`src/rtl/hazard_ctrl_pkg.sv`:
```
// hazard_ctrl_pkg: shared types and constants for the Hack CPU issue/hazard controller
package hazard_ctrl_pkg;
    typedef enum logic [1:0] {RUN, BR_WAIT, FLUSH} hz_state_e;
    localparam int DST_A = 2;
    localparam int DST_D = 1;
    localparam int DST_M = 0;
    localparam int PC_W_DEF = 15;
endpackage

```
`src/rtl/hazard_ctrl_if.sv`:
```
// hazard_ctrl_if: decode/execute/writeback/branch signals between the pipeline (master) and hazard_ctrl (slave)
interface hazard_ctrl_if import hazard_ctrl_pkg::*; #(parameter int PC_W = PC_W_DEF);
    logic            dec_vld;
    logic            dec_gnt;
    logic            dec_rd_a;
    logic            dec_rd_d;
    logic            dec_rd_m;
    logic [2:0]      dec_wr;
    logic [2:0]      dec_jcond;
    logic            ex_gnt;
    logic            iss_vld;
    logic            wb_vld;
    logic [2:0]      wb_dst;
    logic            br_vld;
    logic            br_taken;
    logic [PC_W-1:0] br_tgt;
    logic            flush;
    logic            redir_vld;
    logic [PC_W-1:0] redir_pc;
    logic            err;
    logic [2:0]      busy;
    modport master (
        output dec_vld, dec_rd_a, dec_rd_d, dec_rd_m, dec_wr, dec_jcond, ex_gnt,
               wb_vld, wb_dst, br_vld, br_taken, br_tgt,
        input  dec_gnt, iss_vld, flush, redir_vld, redir_pc, err, busy
    );
    modport slave (
        input  dec_vld, dec_rd_a, dec_rd_d, dec_rd_m, dec_wr, dec_jcond, ex_gnt,
               wb_vld, wb_dst, br_vld, br_taken, br_tgt,
        output dec_gnt, iss_vld, flush, redir_vld, redir_pc, err, busy
    );
endinterface

```
`src/rtl/hazard_ctrl_sb_counter.sv`:
```
// sb_counter: per-register count of in-flight writers; a retire landing on an empty counter alongside an issue still nets +1
module sb_counter #(
    parameter int MAX_INFLIGHT = 3,
    localparam int CW = $clog2(MAX_INFLIGHT + 1)
) (
    input  logic          clk,
    input  logic          rst,
    input  logic          inc_i,
    input  logic          dec_i,
    output logic [CW-1:0] cnt_o,
    output logic          nz_o,
    output logic          sat_o,
    output logic          underflow_o
);
    logic [CW-1:0] cnt_q, cnt_d;

    assign cnt_o       = cnt_q;
    assign nz_o        = cnt_q != '0;
    assign sat_o       = cnt_q == CW'(MAX_INFLIGHT);
    assign underflow_o = dec_i & ~inc_i & ~nz_o;

    // next count: issue wins over a retire that has nothing to retire
    always_comb begin
        cnt_d = (inc_i && (!dec_i || !nz_o)) ? cnt_q + CW'(1) :
                (dec_i && !inc_i && nz_o)    ? cnt_q - CW'(1) : cnt_q;
    end

    // count register
    always_ff @(posedge clk) begin
        if (rst) cnt_q <= '0;
        else     cnt_q <= cnt_d;
    end
endmodule

```
`src/rtl/hazard_ctrl.sv`:
```
// hazard_ctrl: decode->execute issue control with A/D/M scoreboard, jump serialisation and flush/redirect; option HAZARD_CTRL_WB_BYPASS_EN
module hazard_ctrl import hazard_ctrl_pkg::*; #(
    parameter int PC_W         = PC_W_DEF,
    parameter int MAX_INFLIGHT = 3,
    parameter int FLUSH_CYCLES = 1
) (
    input logic          clk,
    input logic          rst,
    hazard_ctrl_if.slave hc
);
    localparam int CW = $clog2(MAX_INFLIGHT + 1);
    localparam int FW = (FLUSH_CYCLES > 1) ? $clog2(FLUSH_CYCLES) : 1;
`ifdef HAZARD_CTRL_WB_BYPASS_EN
    localparam bit BYPASS = 1'b1;
`else
    localparam bit BYPASS = 1'b0;
`endif

    hz_state_e       state_q, state_d;
    logic [FW-1:0]   fcnt_q, fcnt_d;
    logic            redir_vld_q, redir_vld_d;
    logic [PC_W-1:0] redir_pc_q, redir_pc_d;
    logic            err_q, err_d;

    logic [2:0]    rd, inc, dec, nz, sat, uf, credit;
    logic [CW-1:0] cnt [3];
    logic          hazard, sat_stall, gnt;

    assign rd[DST_A] = hc.dec_rd_a;
    assign rd[DST_D] = hc.dec_rd_d;
    assign rd[DST_M] = hc.dec_rd_m;
    assign dec       = {3{hc.wb_vld}} & hc.wb_dst;
    assign inc       = {3{gnt}} & hc.dec_wr;

    for (genvar i = 0; i < 3; i++) begin : g_sb
        sb_counter #(.MAX_INFLIGHT(MAX_INFLIGHT)) u_sb (
            .clk         (clk),
            .rst         (rst),
            .inc_i       (inc[i]),
            .dec_i       (dec[i]),
            .cnt_o       (cnt[i]),
            .nz_o        (nz[i]),
            .sat_o       (sat[i]),
            .underflow_o (uf[i])
        );
        assign credit[i] = BYPASS & dec[i] & (cnt[i] == CW'(1));
    end

    assign hazard    = |(rd & nz & ~credit);
    assign sat_stall = |(hc.dec_wr & sat);
    assign gnt       = hc.dec_vld & hc.ex_gnt & (state_q == RUN) & ~hazard & ~sat_stall & ~rst;

    assign hc.dec_gnt   = gnt;
    assign hc.iss_vld   = gnt;
    assign hc.flush     = state_q == FLUSH;
    assign hc.redir_vld = redir_vld_q;
    assign hc.redir_pc  = redir_pc_q;
    assign hc.err       = err_q;
    assign hc.busy      = nz;

    // sequencing: park after an issued jump, then resume or flush on resolution
    always_comb begin
        state_d     = state_q;
        fcnt_d      = fcnt_q;
        redir_vld_d = 1'b0;
        redir_pc_d  = redir_pc_q;
        err_d       = err_q | (hc.br_vld & (state_q != BR_WAIT)) | (|uf);
        case (state_q)
            RUN:     state_d = (gnt && hc.dec_jcond != 3'b000) ? BR_WAIT : RUN;
            BR_WAIT: begin
                if (hc.br_vld) begin
                    state_d     = hc.br_taken ? FLUSH : RUN;
                    fcnt_d      = '0;
                    redir_vld_d = hc.br_taken;
                    redir_pc_d  = hc.br_taken ? hc.br_tgt : redir_pc_q;
                end
            end
            FLUSH: begin
                fcnt_d  = fcnt_q + FW'(1);
                state_d = (fcnt_q == FW'(FLUSH_CYCLES - 1)) ? RUN : FLUSH;
            end
            default: state_d = RUN;
        endcase
    end

    // control state registers
    always_ff @(posedge clk) begin
        if (rst) begin
            state_q     <= RUN;
            fcnt_q      <= '0;
            redir_vld_q <= 1'b0;
            redir_pc_q  <= '0;
            err_q       <= 1'b0;
        end else begin
            state_q     <= state_d;
            fcnt_q      <= fcnt_d;
            redir_vld_q <= redir_vld_d;
            redir_pc_q  <= redir_pc_d;
            err_q       <= err_d;
        end
    end
endmodule

```
`src/flat_wrapper.sv`:
```
// flat-port wrapper written by rule: the top's interface ports become plain ports
module hazard_ctrl_flat import hazard_ctrl_pkg::*;
#(
    parameter int PC_W         = PC_W_DEF,
    parameter int MAX_INFLIGHT = 3,
    parameter int FLUSH_CYCLES = 1
)
  (clk, rst, hc_dec_vld, hc_dec_rd_a, hc_dec_rd_d, hc_dec_rd_m, hc_dec_wr, hc_dec_jcond, hc_ex_gnt, hc_wb_vld, hc_wb_dst, hc_br_vld, hc_br_taken, hc_br_tgt, hc_dec_gnt, hc_iss_vld, hc_flush, hc_redir_vld, hc_redir_pc, hc_err, hc_busy);
  hazard_ctrl_if #(.PC_W(PC_W)) hc_i ();
  input logic clk;
  input logic rst;
  input wire logic [$bits(hc_i.dec_vld)-1:0] hc_dec_vld;
  input wire logic [$bits(hc_i.dec_rd_a)-1:0] hc_dec_rd_a;
  input wire logic [$bits(hc_i.dec_rd_d)-1:0] hc_dec_rd_d;
  input wire logic [$bits(hc_i.dec_rd_m)-1:0] hc_dec_rd_m;
  input wire logic [$bits(hc_i.dec_wr)-1:0] hc_dec_wr;
  input wire logic [$bits(hc_i.dec_jcond)-1:0] hc_dec_jcond;
  input wire logic [$bits(hc_i.ex_gnt)-1:0] hc_ex_gnt;
  input wire logic [$bits(hc_i.wb_vld)-1:0] hc_wb_vld;
  input wire logic [$bits(hc_i.wb_dst)-1:0] hc_wb_dst;
  input wire logic [$bits(hc_i.br_vld)-1:0] hc_br_vld;
  input wire logic [$bits(hc_i.br_taken)-1:0] hc_br_taken;
  input wire logic [$bits(hc_i.br_tgt)-1:0] hc_br_tgt;
  output wire logic [$bits(hc_i.dec_gnt)-1:0] hc_dec_gnt;
  output wire logic [$bits(hc_i.iss_vld)-1:0] hc_iss_vld;
  output wire logic [$bits(hc_i.flush)-1:0] hc_flush;
  output wire logic [$bits(hc_i.redir_vld)-1:0] hc_redir_vld;
  output wire logic [$bits(hc_i.redir_pc)-1:0] hc_redir_pc;
  output wire logic [$bits(hc_i.err)-1:0] hc_err;
  output wire logic [$bits(hc_i.busy)-1:0] hc_busy;
  assign hc_i.dec_vld = hc_dec_vld;
  assign hc_i.dec_rd_a = hc_dec_rd_a;
  assign hc_i.dec_rd_d = hc_dec_rd_d;
  assign hc_i.dec_rd_m = hc_dec_rd_m;
  assign hc_i.dec_wr = hc_dec_wr;
  assign hc_i.dec_jcond = hc_dec_jcond;
  assign hc_i.ex_gnt = hc_ex_gnt;
  assign hc_i.wb_vld = hc_wb_vld;
  assign hc_i.wb_dst = hc_wb_dst;
  assign hc_i.br_vld = hc_br_vld;
  assign hc_i.br_taken = hc_br_taken;
  assign hc_i.br_tgt = hc_br_tgt;
  assign hc_dec_gnt = hc_i.dec_gnt;
  assign hc_iss_vld = hc_i.iss_vld;
  assign hc_flush = hc_i.flush;
  assign hc_redir_vld = hc_i.redir_vld;
  assign hc_redir_pc = hc_i.redir_pc;
  assign hc_err = hc_i.err;
  assign hc_busy = hc_i.busy;
  hazard_ctrl #(.PC_W(PC_W), .MAX_INFLIGHT(MAX_INFLIGHT), .FLUSH_CYCLES(FLUSH_CYCLES)) u_core (.clk(clk), .rst(rst), .hc(hc_i));
endmodule
```
`config.mk`:
```
export PLATFORM = sky130hd
export DESIGN_NAME = hazard_ctrl_flat
export DESIGN_NICKNAME = d
export VERILOG_FILES = /design/src/rtl/hazard_ctrl_pkg.sv /design/src/rtl/hazard_ctrl_if.sv /design/src/rtl/hazard_ctrl_sb_counter.sv /design/src/rtl/hazard_ctrl.sv /design/src/flat_wrapper.sv
export SDC_FILE = /design/constraint.sdc
export NUM_CORES = 1
export LEC_CHECK = 0
export BUFFER_PORTS_ARGS = -buffer_cell sky130_fd_sc_hd__buf_2
export CORE_MARGIN = 5
export CORE_UTILIZATION = 45
export CTS_CLUSTER_SIZE = 28
export DETAILED_ROUTE_END_ITERATION = 10
export GPL_ROUTABILITY_DRIVEN = 0
export GPL_TIMING_DRIVEN = 0
export PLACE_DENSITY_LB_ADDON = 0.25
export SETUP_SLACK_MARGIN = 0.5
export SKIP_CTS_REPAIR_TIMING = 1
export SLEW_MARGIN = 20
export SYNTH_ARGS = -nofsm -noshare
export SYNTH_HDL_FRONTEND = slang
export SYNTH_SLANG_ARGS = --single-unit
```
`constraint.sdc`:
```
create_clock -name clk -period 3.05 [get_ports clk]
set_clock_uncertainty 0.2 [all_clocks]
set_input_delay 0.1525 -clock clk [delete_from_list [all_inputs] [get_ports clk]]
set_output_delay 0.1525 -clock clk [all_outputs]
set_load 0.01 [all_outputs]
```
==> key figures <==
Status
  • Status: finished clean

Timing
  • Max-slew violation count: 0
  • TNS Setup: 0 ns
  • Period utilization: 0.771
  • Slew HR: 0.691
  • Max Clock Freq: approximately 0.43 GHz
  • Slew @ Worst Pin: 0.464 ns
  • Minimum clock period: 2.35 ns
  • Endpoints failing setup: 0
  • Fin Hold WS: 0.0109 ns
  • RSZ-0062 raised after global routing: false
  • Final Hold Viols: 0

Global routing
  • Number of global-route vias before repair: 1145
  • Grt total ovfl: 0
  • Initial antenna violation count: 0
  • First-pass GRT wire length: roughly 4600 um
  • Total GRT Usage: 0.160
  • Pin count of the biggest net entering global routing: 15

Critical path
  • Worst-path cell chain: or2_4 -> a22o_4 -> nor3_1 -> o31ai_1 -> dlygate4sd3_1 -> a21boi_1
  • Reg2reg start: u_core.g_sb[2].u_sb.cnt_o[0]
  • Crit end category: flip-flop
  • CP max-delay cell: dlygate4sd3_1
  • CP arrival: roughly 2.4 ns
  • Crit path largest cell delay: 0.57 ns
  • Crit Path Class: flip-flop to flip-flop
  • Maximum fanout along the worst path: 5
  • Worst flop-to-flop path endpoint: u_core.state_q[0]
  • Crit start category: flip-flop
  • Reg2reg path depth: 6
  • Worst endpoint required time: between 3 and 4 ns
  • FF-to-FF setup slack: 0.70 ns

Floorplan
  • Chip height: roughly 62 um
  • Core area: ~2500 um2
  • Die area: 3830 um2
  • Initial Util: 0.480
  • Die extent in x: 61.9 um
  • Io pins: 57
  • # rows: 18

Power and ir drop
  • Maximum VDD drop: 0.000394 V
  • Pwr/cell area: 352 nW/um2
  • Pleak: 0.803 nW
  • Final Power: 0.000615 W

Synth
  • Library cells used by synthesis: 32
  • Cells after synthesis: 150
  • Synth Cell Area: 1210 um2
  • Yosys warnings: 0
  • Sequential element share of the synthesized area: 0.430
  • Mapped Nets: 184
  • Average cell area after synthesis: 8.07 um2
  • Synth Register Bits: 26

Detailed routing
  • Met2 routed WL: approximately 1700 um
  • Via density: about 5
  • Post-route ant nets: 0
  • M1 WL: roughly 1200 um
  • 1st-pass router iterations: 6
  • # DRC: 0
  • Top layer in use: met4
  • WL/cell: between 10 and 15 um
  • DR vias: approximately 1300
  • 1st-iter DRT viols: 89
  • Total Routed Length: 3190 um
  • Routed wl met3: 192 um

Place
  • Post-DP Area: 1520 um2
  • HPWL Detailed: between 2000 and 2500 um
  • IO buf count: 55

CTS
  • CTS Buf Count: 3
  • H-tree lvl count: 1
  • CTS sink count: 26
  • Clock root buffer master: clkbuf_4
  • Clk buf depth: 2
  • CTS tree: yes
  • Clock transition at path regs: 0.14 ns
  • Clk_lat worst skew: approximately 0.32 ns

Min path
  • Hold Path Class: input port to flip-flop
  • Worst Hold Endpoint: u_core.hc.err
  • Hold depth: 4
  • Hold path start: hc_wb_dst[0]

Cells and area
  • Fillcell total: between 150 and 200
  • Area Overhead vs Synth: 44.5%
  • Proportion of layout cells with a drive suffix above 1: 0.316
  • Final nets: 263
  • Post-route cell area: ~1800 um2
  • Antenna fix cells: 0

Job
  • Max-Cap Viols: 0
[kinds of logic after synthesis]
group / count (synthesis) / share of synthesized area
AO/OA/AOI/OAI: 38 / 0.189
flip-flops: 26 / 0.430
AND/OR/NAND/NOR: 67 / 0.298
XOR/XNOR: 3 / 0.0217
buffers and inverters: 16 / 0.0620
[layout by cell type, fill, tap and decap left out]
cell,instances
nor2_1,8
o32a_2,1
a21oi_1,20
o22ai_1,1
o31ai_1,1
o21bai_1,2
o21ai_0,6
and3b_1,1
nor4_4,3
a21boi_1,1
nor3b_1,1
o31a_1,1
dfxtp_1,26
xor2_1,2
nor2b_1,2
or2_4,2
a22o_4,1
xnor2_1,1
nand3_1,5
nand4_2,1
and2_1,2
nor3_1,1
clkbuf_4,3
nand2b_1,2
o21ai_1,2
dlygate4sd3_1,19
nand2_1,37
and3_1,1
buf_4,4
a221oi_1,1
and2_2,1
clkbuf_1,6
buf_2,55
a31oi_1,1
clkbuf_8,1
inv_1,6
[flip-flops by register name (all words and copies together), names as in the netlist]
register / flops
u_core.state_q: 2
u_core.hc.redir_vld: 1
u_core.hc.redir_pc: 15
u_core.fcnt_q: 1
u_core.hc.err: 1
u_core.g_sb.u_sb.cnt_o: 6
[metrics by stage]
| stage | cells | util | setup slack, ns |
|---|---|---|---|
| 2_1_floorplan | 150 | - | 1.21 |
| 3_3_place_gp | 235 | 0.604 | 1.22 |
| 3_5_place_dp | 235 | 0.604 | 1.17 |
| 4_1_cts | 239 | 0.619 | 0.783 |
| 5_1_grt | 258 | 0.694 | 0.560 |
| 6_report | 258 | 0.694 | 0.698 |
[per-layer routing]
layer,up-vias,track usage
met3,4,0.0517
li1,658,-
met4,0,0.0182
met1,590,0.177
met2,38,0.305
met5,-,0
[where the power goes]
group	internal (W)	switching [W]	leakage, nW
combinational	0.0000509	0.0000404	0.572
sequential	0.000345	0.00000406	0.210
clock	0.0000731	0.000102	0.0210
[synth_stat cells]
master | number | area (um2)
nor2_1 | 8 | 30.0
a21boi_1 | 1 | 7.51
xnor2_1 | 1 | 8.76
o31ai_1 | 1 | 7.51
buf_4 | 4 | 30.0
nand2b_1 | 2 | 12.5
clkbuf_1 | 6 | 22.5
o21bai_1 | 2 | 15.0
o31a_1 | 1 | 8.76
nor4_4 | 3 | 63.8
a21oi_1 | 20 | 100
o32a_2 | 1 | 11.3
and3b_1 | 1 | 8.76
o22ai_1 | 1 | 6.26
nand2_1 | 37 | 139
nor3_1 | 1 | 5.00
a221oi_1 | 1 | 8.76
o21ai_1 | 2 | 10.0
a31oi_1 | 1 | 6.26
and3_1 | 1 | 6.26
xor2_1 | 2 | 17.5
nand4_2 | 1 | 12.5
a22o_4 | 1 | 17.5
nor3b_1 | 1 | 7.51
inv_1 | 6 | 22.5
dfxtp_1 | 26 | 521
nor2b_1 | 2 | 12.5
or2_4 | 2 | 17.5
o21ai_0 | 6 | 30.0
and2_1 | 2 | 12.5
nand3_1 | 5 | 25.0
and2_2 | 1 | 7.51
[how the worst max path moves through the flow]
| stage | startpoint | end | slack (ns) | cells past startpoint |
|---|---|---|---|---|
| finish | u_core.g_sb[2].u_sb.cnt_o[0] | u_core.state_q[0] | 0.70 | 6 |
| global placement | u_core.g_sb[2].u_sb.cnt_o[0] | u_core.hc.err | 1.22 | 5 |
| global route | u_core.g_sb[2].u_sb.cnt_o[0] | u_core.state_q[0] | 0.56 | 6 |
| detailed placement | u_core.g_sb[2].u_sb.cnt_o[0] | hc_iss_vld | 1.17 | 5 |
| floorplan | u_core.g_sb[2].u_sb.cnt_o[0] | hc_iss_vld | 1.21 | 4 |
| CTS | u_core.g_sb[2].u_sb.cnt_o[0] | hc_iss_vld | 0.78 | 5 |
[area by class of cell]
cell class | count | area [um2] | share of cell area
multi-input combinational | 108 | 616 | 0.352
sequential | 26 | 520 | 0.297
timing repair buffer | 74 | 465 | 0.266
buffer | 10 | 52.6 | 0.0300
tap | 30 | 37.5 | 0.0214
clock buffer | 4 | 36.3 | 0.0207
inverter | 6 | 22.5 | 0.0129
[worst max-delay path: cells and delay by family, from the launching register on]
family | cells | cell delay (ns)
flip-flops | 1 | 0.37
AND/OR/NAND/NOR | 2 | 0.61
buffers and inverters | 1 | 0.57
AO/OA/AOI/OAI | 3 | 0.55
Power figures use the tool's default switching activity.
